**src/rtl/carbonio_irq_prio_router.sv**
```systemverilog
`default_nettype none
// ============================================================================
// carbonio_irq_prio_router
//   Priority interrupt router with edge/level sources, threshold, nesting.
//   Revision: 1.0
// ============================================================================
module carbonio_irq_prio_router #(
   parameter  int N_SOURCES = 8,
   parameter  int PRIO_W    = 3,
   localparam int VEC_W     = (N_SOURCES > 1) ? $clog2(N_SOURCES) : 1
) (
   input  logic                        clk,
   input  logic                        rst_n,
   input  logic [N_SOURCES-1:0]        src_in,
   input  logic [N_SOURCES-1:0]        mode,
   input  logic [N_SOURCES-1:0]        enable,
   input  logic [N_SOURCES-1:0]        clear,
   input  logic [N_SOURCES*PRIO_W-1:0] prio_cfg,
   input  logic [PRIO_W-1:0]           threshold,
   input  logic                        irq_ack,
   input  logic [VEC_W-1:0]            irq_ack_vector,
   input  logic                        irq_eoi,
   input  logic [VEC_W-1:0]            irq_eoi_vector,
   output logic [N_SOURCES-1:0]        pending,
   output logic [N_SOURCES-1:0]        in_service,
   output logic                        irq_valid,
   output logic [VEC_W-1:0]            irq_vector,
   output logic [PRIO_W-1:0]           irq_prio,
   output logic                        ack_err
);

   logic [N_SOURCES-1:0] r_src_prev;
   logic [N_SOURCES-1:0] r_pending;
   logic [N_SOURCES-1:0] r_in_service;
   logic                 r_irq_valid;
   logic [VEC_W-1:0]     r_irq_vector;
   logic [PRIO_W-1:0]    r_irq_prio;
   logic                 r_ack_err;

   logic                 w_ack_hit;
   logic [N_SOURCES-1:0] w_rise;
   logic [N_SOURCES-1:0] w_ack_clr;
   logic [N_SOURCES-1:0] w_eoi_clr;
   logic [N_SOURCES-1:0] w_pending_d;
   logic [N_SOURCES-1:0] w_in_service_d;
   logic [PRIO_W-1:0]    w_floor;
   logic                 w_win_found;
   logic [VEC_W-1:0]     w_win_idx;
   logic [PRIO_W-1:0]    w_win_prio;

   assign w_ack_hit = irq_ack && r_irq_valid && (irq_ack_vector == r_irq_vector);
   assign w_rise    = src_in & ~r_src_prev;

   // A new edge wins over clear and ack in the same cycle; ack wins over EOI.
   always_comb begin
      w_ack_clr      = '0;
      w_eoi_clr      = '0;
      w_pending_d    = '0;
      w_in_service_d = '0;
      for (int i = 0; i < N_SOURCES; i++) begin
         w_ack_clr[i] = w_ack_hit && (r_irq_vector == VEC_W'(i));
         w_eoi_clr[i] = irq_eoi && (irq_eoi_vector == VEC_W'(i));
         if (mode[i])
            w_pending_d[i] = src_in[i];
         else
            w_pending_d[i] = ((r_pending[i] | w_rise[i]) & ~clear[i] & ~w_ack_clr[i]) | w_rise[i];
         w_in_service_d[i] = (r_in_service[i] & ~w_eoi_clr[i]) | w_ack_clr[i];
      end
   end

   // Selection works on next-state values so an acked vector is never re-shown.
   always_comb begin
      w_floor     = threshold;
      w_win_found = 1'b0;
      w_win_idx   = '0;
      w_win_prio  = '0;
      for (int i = 0; i < N_SOURCES; i++) begin
         if (w_in_service_d[i] && (prio_cfg[i*PRIO_W +: PRIO_W] > w_floor))
            w_floor = prio_cfg[i*PRIO_W +: PRIO_W];
      end
      for (int i = 0; i < N_SOURCES; i++) begin
         if (w_pending_d[i] && enable[i] && !w_in_service_d[i] &&
             (prio_cfg[i*PRIO_W +: PRIO_W] > w_floor) &&
             (!w_win_found || (prio_cfg[i*PRIO_W +: PRIO_W] > w_win_prio))) begin
            w_win_found = 1'b1;
            w_win_idx   = VEC_W'(i);
            w_win_prio  = prio_cfg[i*PRIO_W +: PRIO_W];
         end
      end
   end

   always_ff @(posedge clk or negedge rst_n) begin
      if (!rst_n) begin
         r_src_prev   <= '0;
         r_pending    <= '0;
         r_in_service <= '0;
         r_irq_valid  <= 1'b0;
         r_irq_vector <= '0;
         r_irq_prio   <= '0;
         r_ack_err    <= 1'b0;
      end else begin
         r_src_prev   <= src_in;
         r_pending    <= w_pending_d;
         r_in_service <= w_in_service_d;
         r_irq_valid  <= w_win_found;
         r_irq_vector <= w_win_idx;
         r_irq_prio   <= w_win_prio;
         r_ack_err    <= irq_ack && !w_ack_hit;
      end
   end

   assign pending    = r_pending;
   assign in_service = r_in_service;
   assign irq_valid  = r_irq_valid;
   assign irq_vector = r_irq_vector;
   assign irq_prio   = r_irq_prio;
   assign ack_err    = r_ack_err;

endmodule
`default_nettype wire

```
**config.mk**
```make
export PLATFORM = sky130hd
export DESIGN_NAME = carbonio_irq_prio_router
export DESIGN_NICKNAME = d
export VERILOG_FILES = /design/src/rtl/carbonio_irq_prio_router.sv
export SDC_FILE = /design/constraint.sdc
export NUM_CORES = 1
export LEC_CHECK = 0
export BUFFER_PORTS_ARGS = -buffer_cell sky130_fd_sc_hd__buf_4
export CORE_UTILIZATION = 56
export CTS_BUF_LIST = sky130_fd_sc_hd__clkbuf_4 sky130_fd_sc_hd__clkbuf_8
export CTS_CLUSTER_DIAMETER = 120
export CTS_CLUSTER_SIZE = 10
export DETAILED_ROUTE_END_ITERATION = 10
export HOLD_SLACK_MARGIN = 0.12
export PLACE_DENSITY = 0.83
export SKIP_LAST_GASP = 1
export SLEW_MARGIN = 0
export SYNTH_ARGS = -nofsm -noshare
export SYNTH_HDL_FRONTEND = slang
export SYNTH_SLANG_ARGS = --single-unit
```
**constraint.sdc**
```tcl
create_clock -name clk -period 20 [get_ports clk]
set_input_delay 1 -clock clk [delete_from_list [all_inputs] [get_ports clk]]
set_output_delay 1 -clock clk [all_outputs]
set_load 0.01 [all_outputs]
```
==> impl_metrics.ini <==
[worst_setup_path]
worst_setup_path_end_kind = flop
max_stage_delay_ns = 0.54
cp.required_ns = 20.16
startpoint_type = input pin
cp.arrival_ns = 20.15
path_class = input pin to flop
cp_max_fo = 8
cp_slowest_cell = or4b_4
cp_common_cell = a21oi_2

[synthesis]
synth_edf_count = 0
synthArstFlopShare_pct = 100
synthMuxAreaShare_pct = 0.555
synth-compound-area-share_pct = 33.3
synthSimpleGateAreaFrac_pct = 22.5
synth_xor_area_share_pct = 0.228
yosys_register_bits = 32
avgSynthCellArea_um2 = 7.99
synthAdderAreaFrac_pct = 16.2
synth_top_family_by_area = compound AO/OA/AOI/OAI gates
netlist_instances = 480
synth_ff_type = dfrtp_1
synth_nets = 588
yosysUniqueCellTypes = 76
synth-seq-area-share_pct = 20.9
syn_area_mm2 = 0.00383
yosysWarnings = 0

[grt]
grt_overflow_total = 0
grt_max_degree = 33
grt_pass1_vias = 4164
grt_pass1_wl_mm = 19.5
track_usage_pct = 33.8
antenna_found_initial = 0

[clocking]
postCtsHoldBufs = 0
htreeDepth = 2
path_clk_slew_ns = 0.07
cts_buffers = 5
clk_latency_ns = 0.29
clock-root-buffer = clkbuf_8
cts_tree = done
clkSinkCount = 32
clock_path_buffers = 2

[cells_and_area]
syn2layout_area_growth_pct = 45.9
regArea_um2 = 801
drive_gt1_share_pct = 44.2
fin_nets = 729
fill_cells = 346
multi_input_area_mm2 = 0.00326
instances_no_fill = 699
stdcell_area_mm2 = 0.00560
insertedDiodeCount = 0

[power_and_ir_drop]
power_density_mw_per_mm2 = 109
vdd_drop_max_v = 0.000100
p_leak_uw = 0.00247
totalPowerFinal_uw = 613

[floorplan]
rows = 29
die-area_mm2 = 0.00718
die_h_um = 84.8
ioPinCount = 93
core-area_mm2 = 0.00649
initial_core_util_pct = 59.0
die_w_um = 84.8

[drt]
drtIter0Drc = 558
vias = 4707
drtPass1Iterations = 11
drcViolationCount = 13
wirelength_mm = 14.1
drtAntennaViolNets = 0
avgViaCountPerCell = 6.73
routedWlPerCell_um = 20.2

[sta]
setup_viol = 0
clock_skew_ns = 0.00473
rsz0062_at_grt = true
hold_viol = 0
drv_slew = 0
min_period_ns = 20.00
relSlewSlack_pct = 37.9
finalCritPeriodShare_pct = 100
fmax_mhz = 50.0
worst_slew_pin_slew_ns = 0.931

[status]
outcome = complete, but fails checks
violations = DRC

[hold_path]
hold_class = flop to flop

[place]
dp_hpwl_mm = 9.48
dpl_cell_area_mm2 = 0.00485
dp_cells = 671
port_buffers = 92
gp_congestion = 0.903

[run]
maxCapViolations = 0
==> cell families after synthesis <==
logic type | after synthesis
AND/OR/NAND/NOR | 165
flip-flops | 32
adder cells (fa/ha/maj) | 52
buffers and inverters | 60
XOR/XNOR | 1
AO/OA/AOI/OAI | 168
multiplexers | 2
==> path summary, 6_finish.rpt <==
path	startpoint	to	slack, ns	cells past startpoint
max in group asynchronous	rst_n	in_service[1]$_DFF_PN0_	19.07	1
max	irq_eoi_vector[1]	irq_vector[2]$_DFF_PN0_	0.004	106
max reg2reg	irq_vector[2]$_DFF_PN0_	irq_vector[2]$_DFF_PN0_	0.43	108
min	pending[0]$_DFF_PN0_	pending[0]$_DFF_PN0_	0.53	2
min reg2reg	pending[0]$_DFF_PN0_	pending[0]$_DFF_PN0_	0.53	2
min in group asynchronous	rst_n	r_src_prev[5]$_DFF_PN0_	0.63	1
==> cells in the mapped netlist, types with 8 or more instances <==
| master | count | share of area (%) |
|---|---|---|
| o31ai_1 | 8 | 1.6 |
| clkbuf_1 | 13 | 1.3 |
| dfrtp_1 | 32 | 21 |
| and2_1 | 13 | 2.1 |
| ha_1 | 39 | 13 |
| inv_1 | 39 | 3.8 |
| a21oi_1 | 30 | 3.9 |
| nand2_1 | 30 | 2.9 |
| o21ai_0 | 34 | 4.4 |
| a32o_1 | 15 | 3.9 |
| nand3_1 | 29 | 3.8 |
| maj3_1 | 12 | 3.1 |
| nor2_1 | 42 | 4.1 |
==> final cells by class <==
type,count,share of cell area (%)
tap,77,1.72
clock inverter,3,0.760
clock buffer,5,1.23
timing repair buffer,154,20.9
multi-input combinational,388,58.3
sequential,32,14.3
inverter,40,2.79
==> stage by stage <==
stage / worst slack (ns) / hold slack (ns) / setup TNS [ns] / utilization (%)
floorplan: 0.934 / 0.539 / 0 / -
global route: -0.735 / 0.571 / -3.85 / 86.2
CTS: 0.0532 / 0.509 / 0 / 77.4
detailed placement: -0.427 / 0.495 / -2.17 / 74.6
global placement: 0.202 / 0.499 / 0 / 74.6
finish: 0.00378 / 0.526 / 0 / 86.2
==> layout by cell type, fill, tap and decap left out, drive strengths merged, types with 3 or more instances in the layout <==
master / count
a22oi: 8
nor2: 42
inv: 39
nand4: 7
nand2: 30
nand3: 29
nor2b: 3
o22ai: 3
a221oi: 5
a31oi: 7
and3: 7
nand4b: 3
o2111ai: 5
o21a: 8
clkbuf: 5
nand2b: 7
o211ai: 5
buf: 154
a41oi: 3
a21oi: 31
dfrtp: 32
a32oi: 5
maj3: 13
a32o: 15
a211oi: 3
ha: 39
a21o: 7
or2: 6
or3: 3
and2: 13
o21ai: 37
o31ai: 8
==> registers in the layout (all words and copies together) (netlist names) <==
| signal | flops |
|---|---|
| irq_vector | 3 |
| ack_err | 1 |
| in_service | 8 |
| irq_valid | 1 |
| pending | 8 |
| r_src_prev | 8 |
| irq_prio | 3 |
==> worst max-delay path, delay by kind of cell <==
| kind | cells | cell delay [ns] |
|---|---|---|
| adders and majority gates | 22 | 6.11 |
| AOI/OAI and AO/OA | 47 | 7.37 |
| buffers and inverters | 9 | 0.84 |
| and+or+nand+nor | 26 | 4.19 |
| muxes | 2 | 0.61 |
==> power breakdown <==
| group | internal (uW) | switching, uW |
|---|---|---|
| sequential | 77.4 | 9.56 |
| clock | 36.8 | 24.6 |
| combinational | 221 | 243 |
==> routing by layer <==
metal,track usage [%],routed length (um),up-vias
met5,0,0,-
met3,4.33,1430,50
met2,57.5,6740,320
met1,43.7,5440,2225
met4,12.9,488,0
li1,-,-,2112
==> what timing repair did <==
item	4_1_cts	5_1_grt
setup endpoints to repair	6	6
gates resized for setup	10	108
pin swaps	4	74
buffers inserted	5	15
Note: power is estimated with default switching activity, not from simulation.
